[config.mk]
export PLATFORM = sky130hd
export DESIGN_NAME = centroid_div_sched
export DESIGN_NICKNAME = d
export VERILOG_FILES = /design/src/rtl/centroid_pkg.sv /design/src/rtl/centroid_serial_div.sv /design/src/rtl/centroid_div_sched.sv
export SDC_FILE = /design/constraint.sdc
export NUM_CORES = 1
export LEC_CHECK = 0
export ABC_AREA = 0
export ABC_CLOCK_PERIOD_IN_PS = 2800
export CORE_ASPECT_RATIO = 0.9
export CORE_MARGIN = 4
export CORE_UTILIZATION = 45
export DETAILED_ROUTE_END_ITERATION = 8
export GPL_ROUTABILITY_DRIVEN = 0
export GPL_TIMING_DRIVEN = 0
export PLACE_DENSITY_LB_ADDON = 0.12
export SLEW_MARGIN = 20
export SYNTH_ARGS = -nofsm -noshare
export SYNTH_HDL_FRONTEND = slang
export SYNTH_SLANG_ARGS = --single-unit
[constraint.sdc]
create_clock -name clk -period 2.8 [get_ports clk]
set_clock_uncertainty 0.1 [all_clocks]
set_input_delay 0.7 -clock clk [delete_from_list [all_inputs] [get_ports clk]]
set_output_delay 0.7 -clock clk [all_outputs]
set_load 0.005 [all_outputs]
[src/rtl/centroid_pkg.sv]
// Shared widths, saturation limits and FSM state encoding for the centroid divide scheduler.
package centroid_pkg;

    localparam int CX_W   = 11;
    localparam int CY_W   = 10;
    localparam int CX_MAX = 2047;
    localparam int CY_MAX = 1023;

    typedef enum logic [1:0] {
        IDLE  = 2'd0,
        DIV_X = 2'd1,
        DIV_Y = 2'd2,
        DONE  = 2'd3
    } state_t;

endpackage

[src/rtl/centroid_serial_div.sv]
// Restoring serial divider: one quotient bit per cycle, W cycles from load to done.
// o_quotient/o_remainder carry the final result combinationally while o_done is high.
module centroid_serial_div #(
    parameter int W = 32
) (
    input  logic         clk,
    input  logic         rst_n,
    input  logic         i_load,
    input  logic [W-1:0] i_dividend,
    input  logic [W-1:0] i_divisor,
    output logic         o_done,
    output logic [W-1:0] o_quotient,
    output logic [W-1:0] o_remainder
);

    localparam int CNT_W = (W > 1) ? $clog2(W) : 1;

    logic [W-1:0]     r_rem;
    logic [W-1:0]     r_quo;
    logic [W-1:0]     r_div;
    logic [CNT_W-1:0] r_cnt;
    logic             r_busy;

    logic [W:0]       w_shift_rem;
    logic [W:0]       w_diff;
    logic             w_bit;
    logic [W-1:0]     w_rem_next;
    logic [W-1:0]     w_quo_next;
    logic             w_last;

    // Partial remainder stays below the divisor, so the shifted value fits in W+1 bits.
    always_comb begin
        w_shift_rem = {r_rem, r_quo[W-1]};
        w_diff      = w_shift_rem - {1'b0, r_div};
        w_bit       = ~w_diff[W];
        w_rem_next  = w_bit ? w_diff[W-1:0] : w_shift_rem[W-1:0];
        w_quo_next  = {r_quo[W-2:0], w_bit};
        w_last      = r_busy && (r_cnt == CNT_W'(W - 1));
    end

    assign o_done      = w_last;
    assign o_quotient  = w_quo_next;
    assign o_remainder = w_rem_next;

    always_ff @(posedge clk or negedge rst_n) begin
        if (!rst_n) begin
            r_rem  <= '0;
            r_quo  <= '0;
            r_div  <= '0;
            r_cnt  <= '0;
            r_busy <= 1'b0;
        end else if (i_load) begin
            r_rem  <= '0;
            r_quo  <= i_dividend;
            r_div  <= i_divisor;
            r_cnt  <= '0;
            r_busy <= 1'b1;
        end else if (r_busy) begin
            r_rem <= w_rem_next;
            r_quo <= w_quo_next;
            r_cnt <= r_cnt + CNT_W'(1);
            if (w_last) begin
                r_busy <= 1'b0;
            end
        end
    end

endmodule

[src/rtl/centroid_div_sched.sv]
// Centroid scheduler: divides frame sums by pixel count for X then Y on one shared serial divider.
// Define CENTROID_ROUND_EN to round to nearest instead of truncating.
module centroid_div_sched
    import centroid_pkg::*;
#(
    parameter int SUM_W = 32
) (
    input  logic             clk,
    input  logic             rst_n,
    input  logic             start,
    input  logic [SUM_W-1:0] sum_x,
    input  logic [SUM_W-1:0] sum_y,
    input  logic [SUM_W-1:0] count,
    output logic [CX_W-1:0]  cx,
    output logic [CY_W-1:0]  cy,
    output logic             valid,
    output logic             busy,
    output logic             empty,
    output logic             overrun
);

    state_t           r_state;
    logic [SUM_W-1:0] r_sum_y;
    logic [SUM_W-1:0] r_count;
    logic [SUM_W-1:0] r_qx;

    logic             w_accept;
    logic             w_load_x;
    logic             w_load_y;
    logic             w_div_load;
    logic [SUM_W-1:0] w_dividend_x;
    logic [SUM_W-1:0] w_dividend_y;
    logic [SUM_W-1:0] w_div_dividend;
    logic [SUM_W-1:0] w_div_divisor;
    logic             w_div_done;
    logic [SUM_W-1:0] w_quotient;
    logic [SUM_W-1:0] w_div_rem_unused;

`ifdef CENTROID_ROUND_EN
    // Adding half the divisor before flooring gives round-half-up; clamp instead of wrapping.
    function automatic logic [SUM_W-1:0] f_round_sat(input logic [SUM_W-1:0] i_sum,
                                                     input logic [SUM_W-1:0] i_cnt);
        logic [SUM_W:0] v_total;
        v_total = {1'b0, i_sum} + {1'b0, (i_cnt >> 1)};
        return v_total[SUM_W] ? '1 : v_total[SUM_W-1:0];
    endfunction

    assign w_dividend_x = f_round_sat(sum_x, count);
    assign w_dividend_y = f_round_sat(sum_y, count);
`else
    assign w_dividend_x = sum_x;
    assign w_dividend_y = sum_y;
`endif

    // The DONE cycle accepts a new frame exactly like IDLE does.
    assign w_accept       = start && ((r_state == IDLE) || (r_state == DONE));
    assign w_load_x       = w_accept && (count != '0);
    assign w_load_y       = (r_state == DIV_X) && w_div_done;
    assign w_div_load     = w_load_x || w_load_y;
    assign w_div_dividend = w_load_x ? w_dividend_x : r_sum_y;
    assign w_div_divisor  = w_load_x ? count : r_count;

    centroid_serial_div #(
        .W (SUM_W)
    ) u_div (
        .clk         (clk),
        .rst_n       (rst_n),
        .i_load      (w_div_load),
        .i_dividend  (w_div_dividend),
        .i_divisor   (w_div_divisor),
        .o_done      (w_div_done),
        .o_quotient  (w_quotient),
        .o_remainder (w_div_rem_unused)
    );

    always_ff @(posedge clk or negedge rst_n) begin
        if (!rst_n) begin
            r_state <= IDLE;
            r_sum_y <= '0;
            r_count <= '0;
            r_qx    <= '0;
            cx      <= '0;
            cy      <= '0;
            valid   <= 1'b0;
            busy    <= 1'b0;
            empty   <= 1'b0;
            overrun <= 1'b0;
        end else begin
            valid   <= 1'b0;
            empty   <= 1'b0;
            overrun <= 1'b0;
            case (r_state)
                IDLE, DONE: begin
                    if (w_load_x) begin
                        r_sum_y <= w_dividend_y;
                        r_count <= count;
                        r_state <= DIV_X;
                        busy    <= 1'b1;
                    end else begin
                        empty   <= w_accept;
                        r_state <= IDLE;
                        busy    <= 1'b0;
                    end
                end
                DIV_X: begin
                    overrun <= start;
                    if (w_div_done) begin
                        r_qx    <= w_quotient;
                        r_state <= DIV_Y;
                    end
                end
                DIV_Y: begin
                    overrun <= start;
                    if (w_div_done) begin
                        cx      <= (r_qx > SUM_W'(CX_MAX)) ? CX_W'(CX_MAX) : r_qx[CX_W-1:0];
                        cy      <= (w_quotient > SUM_W'(CY_MAX)) ? CY_W'(CY_MAX)
                                                                 : w_quotient[CY_W-1:0];
                        valid   <= 1'b1;
                        r_state <= DONE;
                    end
                end
                default: begin
                    r_state <= IDLE;
                    busy    <= 1'b0;
                end
            endcase
        end
    end

endmodule
==> results of run 1 <==
## registers in the layout (all words and copies together), names as in the netlist, 2 cells and up
name / count
u_div.r_cnt: 5
r_sum_y: 32
u_div.r_div: 32
cy: 10
r_count: 32
r_state: 2
r_qx: 32
u_div.r_rem: 32
u_div.r_quo: 32
cx: 11
## worst max-delay path by stage
stage | start | end | cells past startpoint
floorplan | u_div.r_quo[31] | u_div.r_rem[23] | 13
global placement | rst_n | cx[9] | 1
detailed placement | count[15] | u_div.r_quo[31] | 10
CTS | u_div.r_rem[0] | u_div.r_rem[31] | 10
global route | u_div.r_div[0] | u_div.r_rem[23] | 13
finish | u_div.r_div[0] | u_div.r_rem[23] | 13
## power by group through the flow
stage                     logic [W]  registers (W)  clock network (W)
after detailed placement    0.00700        0.00526                  0
after floorplan             0.00540        0.00500                  0
after CTS                   0.00776        0.00521            0.00329
final                       0.00815        0.00524            0.00323
after global placement      0.00686        0.00524                  0
after global routing        0.00898        0.00537            0.00344
## stage by stage
step | area, µm² | hold WS, ns | TNS (ns) | power (W)
2_1_floorplan | 11300 | 0.304 | -1.08 | 0.0104
6_report | 14400 | 0.0188 | -5.44 | 0.0166
3_3_place_gp | 12900 | 0.356 | -2184.88 | 0.0121
3_5_place_dp | 13000 | 0.359 | -208.47 | 0.0123
4_1_cts | 14200 | 0.0349 | -4.36 | 0.0163
5_1_grt | 14400 | 0.0575 | -9.58 | 0.0178
## per-layer routing
layer  track usage (%)  vias up  share of wire (%)
li1                  -     4394                  -
met1              33.1     4567                 49
met2              33.7      237                 44
met3              3.70       34                5.7
met4              3.96        0                1.5
met5                 0        -                  0
## synthesized netlist by cell type (4+ instances only)
master	number	area share (%)
o21ai_0	59	2.6
mux2_2	64	6.4
a31oi_1	14	0.78
o31ai_1	14	0.94
o21bai_1	4	0.27
o22a_1	22	1.7
xor2_1	12	0.94
a21oi_1	123	5.5
mux2i_1	24	2.1
clkbuf_1	54	1.8
and2_1	4	0.22
nand2_1	205	6.9
nand4_1	6	0.33
and3_1	11	0.61
nor2b_1	8	0.45
nand3_1	11	0.49
a21o_1	12	0.80
inv_1	44	1.5
nor3_1	4	0.18
a211oi_1	4	0.27
nor2_1	70	2.3
buf_1	6	0.20
o22ai_1	14	0.78
dfrtp_1	225	50
nor4_1	19	1.1
o211ai_1	5	0.33
ha_1	36	4.0
xnor2_1	20	1.6
## cell families (layout without fill, tap and decap cells)
kind of cell             after synthesis  count (layout)  synth area share (%)
XOR/XNOR                              34              34                  2.79
AO/OA/AOI/OAI                        305             305                  17.1
multiplexers                          90              90                  8.83
AND/OR/NAND/NOR                      345             345                  13.1
adder cells (fa/ha/maj)               37              37                  4.19
flip-flops                           225             225                  50.2
buffers and inverters                111             308                  3.88
## cell type report
| cell class | instances | area [µm²] |
|---|---|---|
| Sequential cell | 225 | 5630 |
| Multi-Input combinational cell | 811 | 5480 |
| Clock buffer | 32 | 692 |
| Fill cell | 2121 | 9990 |
| Tap cell | 336 | 420 |
| Timing Repair Buffer | 160 | 1600 |
| Clock inverter | 9 | 106 |
| Buffer | 62 | 305 |
| Inverter | 45 | 169 |
## critical path: stages, from the launching register on
cell,delay [ns]
dfrtp_1,0.42
ha_4,0.18
fa_2,0.36
nor2b_4,0.16
o2111ai_4,0.14
a31oi_4,0.20
a311oi_4,0.12
nor2_4,0.19
a31oi_4,0.15
xnor2_4,0.30
buf_6,0.16
buf_8,0.12
mux2i_1,0.19
a211oi_1,0.08
## what timing repair did
item,CTS,global route
endpoints found under the setup margin,170,124
pin swaps,27,25
resized for setup,61,55
buffers inserted,20,13
hold buffers,0,0
gates cloned,2,1
==> results.yml, run 1 <==
die:
  die_w_um: 174
  die_h_um: 158
  die-area_mm2: 0.0275
  num_io_pins: 124
  core_mm2: 0.0244
  row_count: 54
  initial_core_util_pct: 46.0
setup_path:
  critPathMaxFanout: 6
  required_ns: 3.09
  critPathLaunchType: "register"
  reg2reg_depth: 13
  crit_type: "register to register"
  r2r_end: "u_div.r_rem[23]"
  crit_path_end_kind: "register"
  arrival_ns: 3.30
  crit-reg2reg-launch: "u_div.r_div[0]"
  reg2reg_slack_ns: -0.22
detailed_routing:
  vias_per_cell: 5.50
  drt_iter0_markers: 733
  route.antenna.remaining_nets: 0
  wl_mm: 30.7
  num_vias: 9232
  drc: 0
  first_pass_iters: 5
  avgRoutedWirePerCell_um: 18.3
timing:
  fin_ws_ns: -0.217
  rsz0062_at_grt: "true"
  tightest_slew_ns: 0.735
  finalSetupViolations: 35
  final-max-slew-violation-count: 0
  hold_viol_final: 0
  timing.final.crit_period_ns: 3.02
  max_freq_mhz: 331
  relSlewSlack_pct: 51.0
  fin_crit_sh_pct: 108
synthesis:
  async_flop_share_pct: 100
  synthFlopType: "dfrtp_1"
  synth-warning-count: 0
  synth_edf_count: 0
  syn-cell-area_mm2: 0.0112
  yosysSeqAreaShare_pct: 50.2
  synth-seq-cells: 225
  postSynthNetCount: 1283
  syn_area_per_cell_um2: 9.79
  syn_inst: 1147
  yosysUniqueCellTypes: 62
global_route:
  track_usage_pct: 21.9
  grt_pass1_vias: 9035
  grt_start_max_net_pins: 97
  overflow: 0
  grt_pass1_wl_mm: 49.1
  antenna_found_initial: 1
clocking:
  worstSkewPairLatency_ns: 0.52
  cts_tree: "yes"
  cts.sinks: 225
  cts_root_buf: "clkbuf_16"
  cts_buffers: 24
  htreeDepth: 1
  clk_path_buf_depth: 3
  clk_pin_slew_ns: 0.07
finish:
  synthToLayoutAreaGrowth_pct: 28.3
  instances_no_fill: 1680
  nets: 1465
  final_cell_mix: "dfrtp_1, nand2_1, clkdlybuf4s50_1"
  fin_util_pct: 59.0
  diodes: 0
  final_common_cell: "dfrtp_1"
  final_layout_size_suffix_gt1_share_pct: 16.7
status:
  outcome: "finished with violations"
  failed_checks: "setup timing"
power_and_ir_drop:
  p_switching_w: 0.00638
  clkPwrFrac_pct: 19.4
  switching_share_pct: 38.4
  internal_power_w: 0.0102
  p_leak_nw: 6.49
  powerDensity_mw_per_mm2: 1150
  comb_power_share_pct: 49.0
  seq_power_share_pct: 31.5
  irDropWorstVdd_uv: 524
placed_design:
  dp_slack_ns: -1.84
  portBuffers: 123
  hpwl_mm: 21.7
  dp_cells: 1608
hold_path:
  hold_path_class: "input pin to asynchronous set/reset pin"
job:
  cap_violations: 0
Power figures use the tool's default switching activity.
==> inputs of run 2 (changes only) <==
--- a/config.mk
+++ b/config.mk
@@ -12,7 +12,6 @@
 export CORE_UTILIZATION = 45
 export DETAILED_ROUTE_END_ITERATION = 8
 export GPL_ROUTABILITY_DRIVEN = 0
-export GPL_TIMING_DRIVEN = 0
 export PLACE_DENSITY_LB_ADDON = 0.12
 export SLEW_MARGIN = 20
 export SYNTH_ARGS = -nofsm -noshare
==> run 2 against run 1 <==
Net effect: the run still ends with setup timing left; cell count grew 2.5%; flip-flop and latch count unchanged; hold slack improved by 0.35 ns; register-to-register slack worse by 0.03 ns; first-iteration DRC count down 12%; sequential power shrank 1%; setup slack lost 0.034 ns.
==> results.yml, run 2 (same netlist as run 1, synthesis figures left out) <==
timing:
  relSlewSlack_pct: 61.6
  fin_crit_sh_pct: 109
  hold_viol_final: 0
  fin_ws_ns: -0.251
  finalSetupViolations: 35
  rsz0062_at_grt: "true"
  timing.final.crit_period_ns: 3.05
  tightest_slew_ns: 0.576
  max_freq_mhz: 328
  final-max-slew-violation-count: 0
clocking:
  cts_buffers: 26
  clk_pin_slew_ns: 0.06
  htreeDepth: 1
  worstSkewPairLatency_ns: 0.52
  clk_path_buf_depth: 3
  cts_tree: "yes"
  cts.sinks: 225
  cts_root_buf: "clkbuf_16"
power_and_ir_drop:
  p_leak_nw: 6.87
  irDropWorstVdd_uv: 549
  powerDensity_mw_per_mm2: 1150
setup_path:
  reg2reg_slack_ns: -0.25
  crit-reg2reg-launch: "u_div.r_quo[31]"
  cp_slowest_stage_delay_ns: 0.42
  reg2reg_depth: 14
  cp_top_family: "compound AO/OA/AOI/OAI gates"
  cpMaxStageDelayCell: "fa_2"
  r2r_end: "u_div.r_rem[5]"
  critPathMaxFanout: 6
  crit_type: "register to register"
  cp_common_cell: "a31oi_4"
  critPathLaunchType: "register"
  crit_buf_inv: 3
  worstPathCellList: "inv_2 -> ha_4 -> fa_2 -> nor2b_4 -> o2111ai_4 -> a31oi_4 -> a311oi_4 -> nor2_4 -> a31oi_4 -> xnor2_4 -> buf_12 -> buf_8 -> mux2i_2 -> a21oi_1"
  required_ns: 3.08
  arrival_ns: 3.33
  crit_path_end_kind: "register"
die:
  initial_core_util_pct: 46.0
  die_h_um: 158
  row_count: 54
  die-area_mm2: 0.0275
  core_mm2: 0.0244
  die_w_um: 174
  num_io_pins: 124
detailed_routing:
  wl_mm: 27.8
  first_pass_iters: 5
  drt_iter0_markers: 642
  route.antenna.remaining_nets: 0
  num_vias: 9031
  drc: 0
  avgRoutedWirePerCell_um: 16.1
  vias_per_cell: 5.24
hold_path:
  hold_end: "r_qx[29]"
  min-delay-start: "r_qx[29]"
  hold_path_class: "register to register"
  hold_depth: 2
finish:
  instances_no_fill: 1722
  n_fill_cell: 2092
  diodes: 0
  nets: 1503
  final_cell_mix: "dfrtp_1, nand2_1, clkdlybuf4s50_1"
  final_layout_size_suffix_gt1_share_pct: 21.1
  synthToLayoutAreaGrowth_pct: 33.2
  final_common_cell: "dfrtp_1"
global_route:
  grt_pass1_vias: 8921
  grt_pass1_wl_mm: 45.8
  antenna_found_initial: 0
  overflow: 0
  grt_start_max_net_pins: 65
  track_usage_pct: 19.9
job:
  cap_violations: 0
placed_design:
  dp_slack_ns: -0.285
  portBuffers: 123
  hpwl_mm: 19.2
  dp_cells: 1663
status:
  failed_checks: "setup timing"
  outcome: "finished with violations"
run 2: cell count changes in the layout (fill, tap and decap cells not counted), moves of 6 or more:
cell / previous run / this run
buf_12: 0 / 16
buf_4: 26 / 112
buf_6: 13 / 5
clkbuf_1: 38 / 4
clkbuf_2: 11 / 0
clkbuf_4: 6 / 0
run 2: how the worst max path moves through the flow:
stage	from	end	slack, ns	cells past startpoint
final	u_div.r_quo[31]	u_div.r_rem[5]	-0.25	14
after global routing	u_div.r_quo[31]	u_div.r_rem[13]	-0.37	14
after CTS	u_div.r_div[0]	u_div.r_rem[15]	-0.17	14
after detailed placement	count[19]	u_div.r_div[3]	-0.28	11
after global placement	u_div.r_quo[31]	u_div.r_rem[13]	-0.28	13
after floorplan	u_div.r_quo[31]	u_div.r_rem[23]	-0.06	13
run 2: worst register-to-register path, cell delays in order (launching register included):
cell       delay [ns]
dfrtp_1          0.36
inv_2            0.06
ha_4             0.17
fa_2             0.42
nor2b_4          0.16
o2111ai_4        0.16
a31oi_4          0.25
a311oi_4         0.13
nor2_4           0.15
a31oi_4          0.14
xnor2_4          0.21
buf_12           0.15
buf_8            0.15
mux2i_2          0.23
a21oi_1          0.10
run 2: final cells by class:
class                      instances  area [µm²]  area share, %
tap                              336         420           2.81
multi-input combinational        811        5370           35.9
clock buffer                      38         787           5.26
sequential                       225        5630           37.7
clock inverter                     9         101          0.678
timing repair buffer             258        2480           16.6
inverter                          45         169           1.13
run 2: timing repair:
item	CTS	global route
buffers inserted	6	6
hold buffers	1	0
gates cloned	2	0
endpoints found under the hold margin	12	0
setup endpoints to repair	34	35
gates resized for setup	16	25
pin swaps	13	22
run 2: through the flow:
stage | hold WS (ns) | setup TNS, ns | power [W] | instance area (µm²) | util [%]
finish | 0.368 | -6.03 | 0.0172 | 15000 | 61.3
CTS | 0.370 | -3.38 | 0.0171 | 14800 | 60.8
floorplan | 0.304 | -1.08 | 0.0104 | 11300 | -
detailed placement | 0.357 | -28.51 | 0.0131 | 13800 | 56.4
global route | 0.394 | -10.80 | 0.0185 | 15000 | 61.3
global placement | 0.352 | -26.98 | 0.0129 | 13800 | 56.4
run 2: per-layer routing:
layer  track usage (%)  wire, µm  part of all wire, %
met1              30.2     14000                   50
met2              30.7     12200                   44
met3              2.94      1080                  3.9
met4              4.15       493                  1.8
met5                 0         0                    0
run 2: where the power goes:
part,switching [W],internal (W)
Clock,0.00132,0.00212
Sequential,0.000714,0.00448
Combinational,0.00419,0.00440
==> inputs of run 3 (changes only) <==
--- a/config.mk
+++ b/config.mk
@@ -7,6 +7,7 @@
 export LEC_CHECK = 0
 export ABC_AREA = 0
 export ABC_CLOCK_PERIOD_IN_PS = 2800
+export CAP_MARGIN = 15
 export CORE_ASPECT_RATIO = 0.9
 export CORE_MARGIN = 4
 export CORE_UTILIZATION = 45
==> results of run 3 <==
Same layout as run 2: the final DEF is identical, and so are final timing and power.
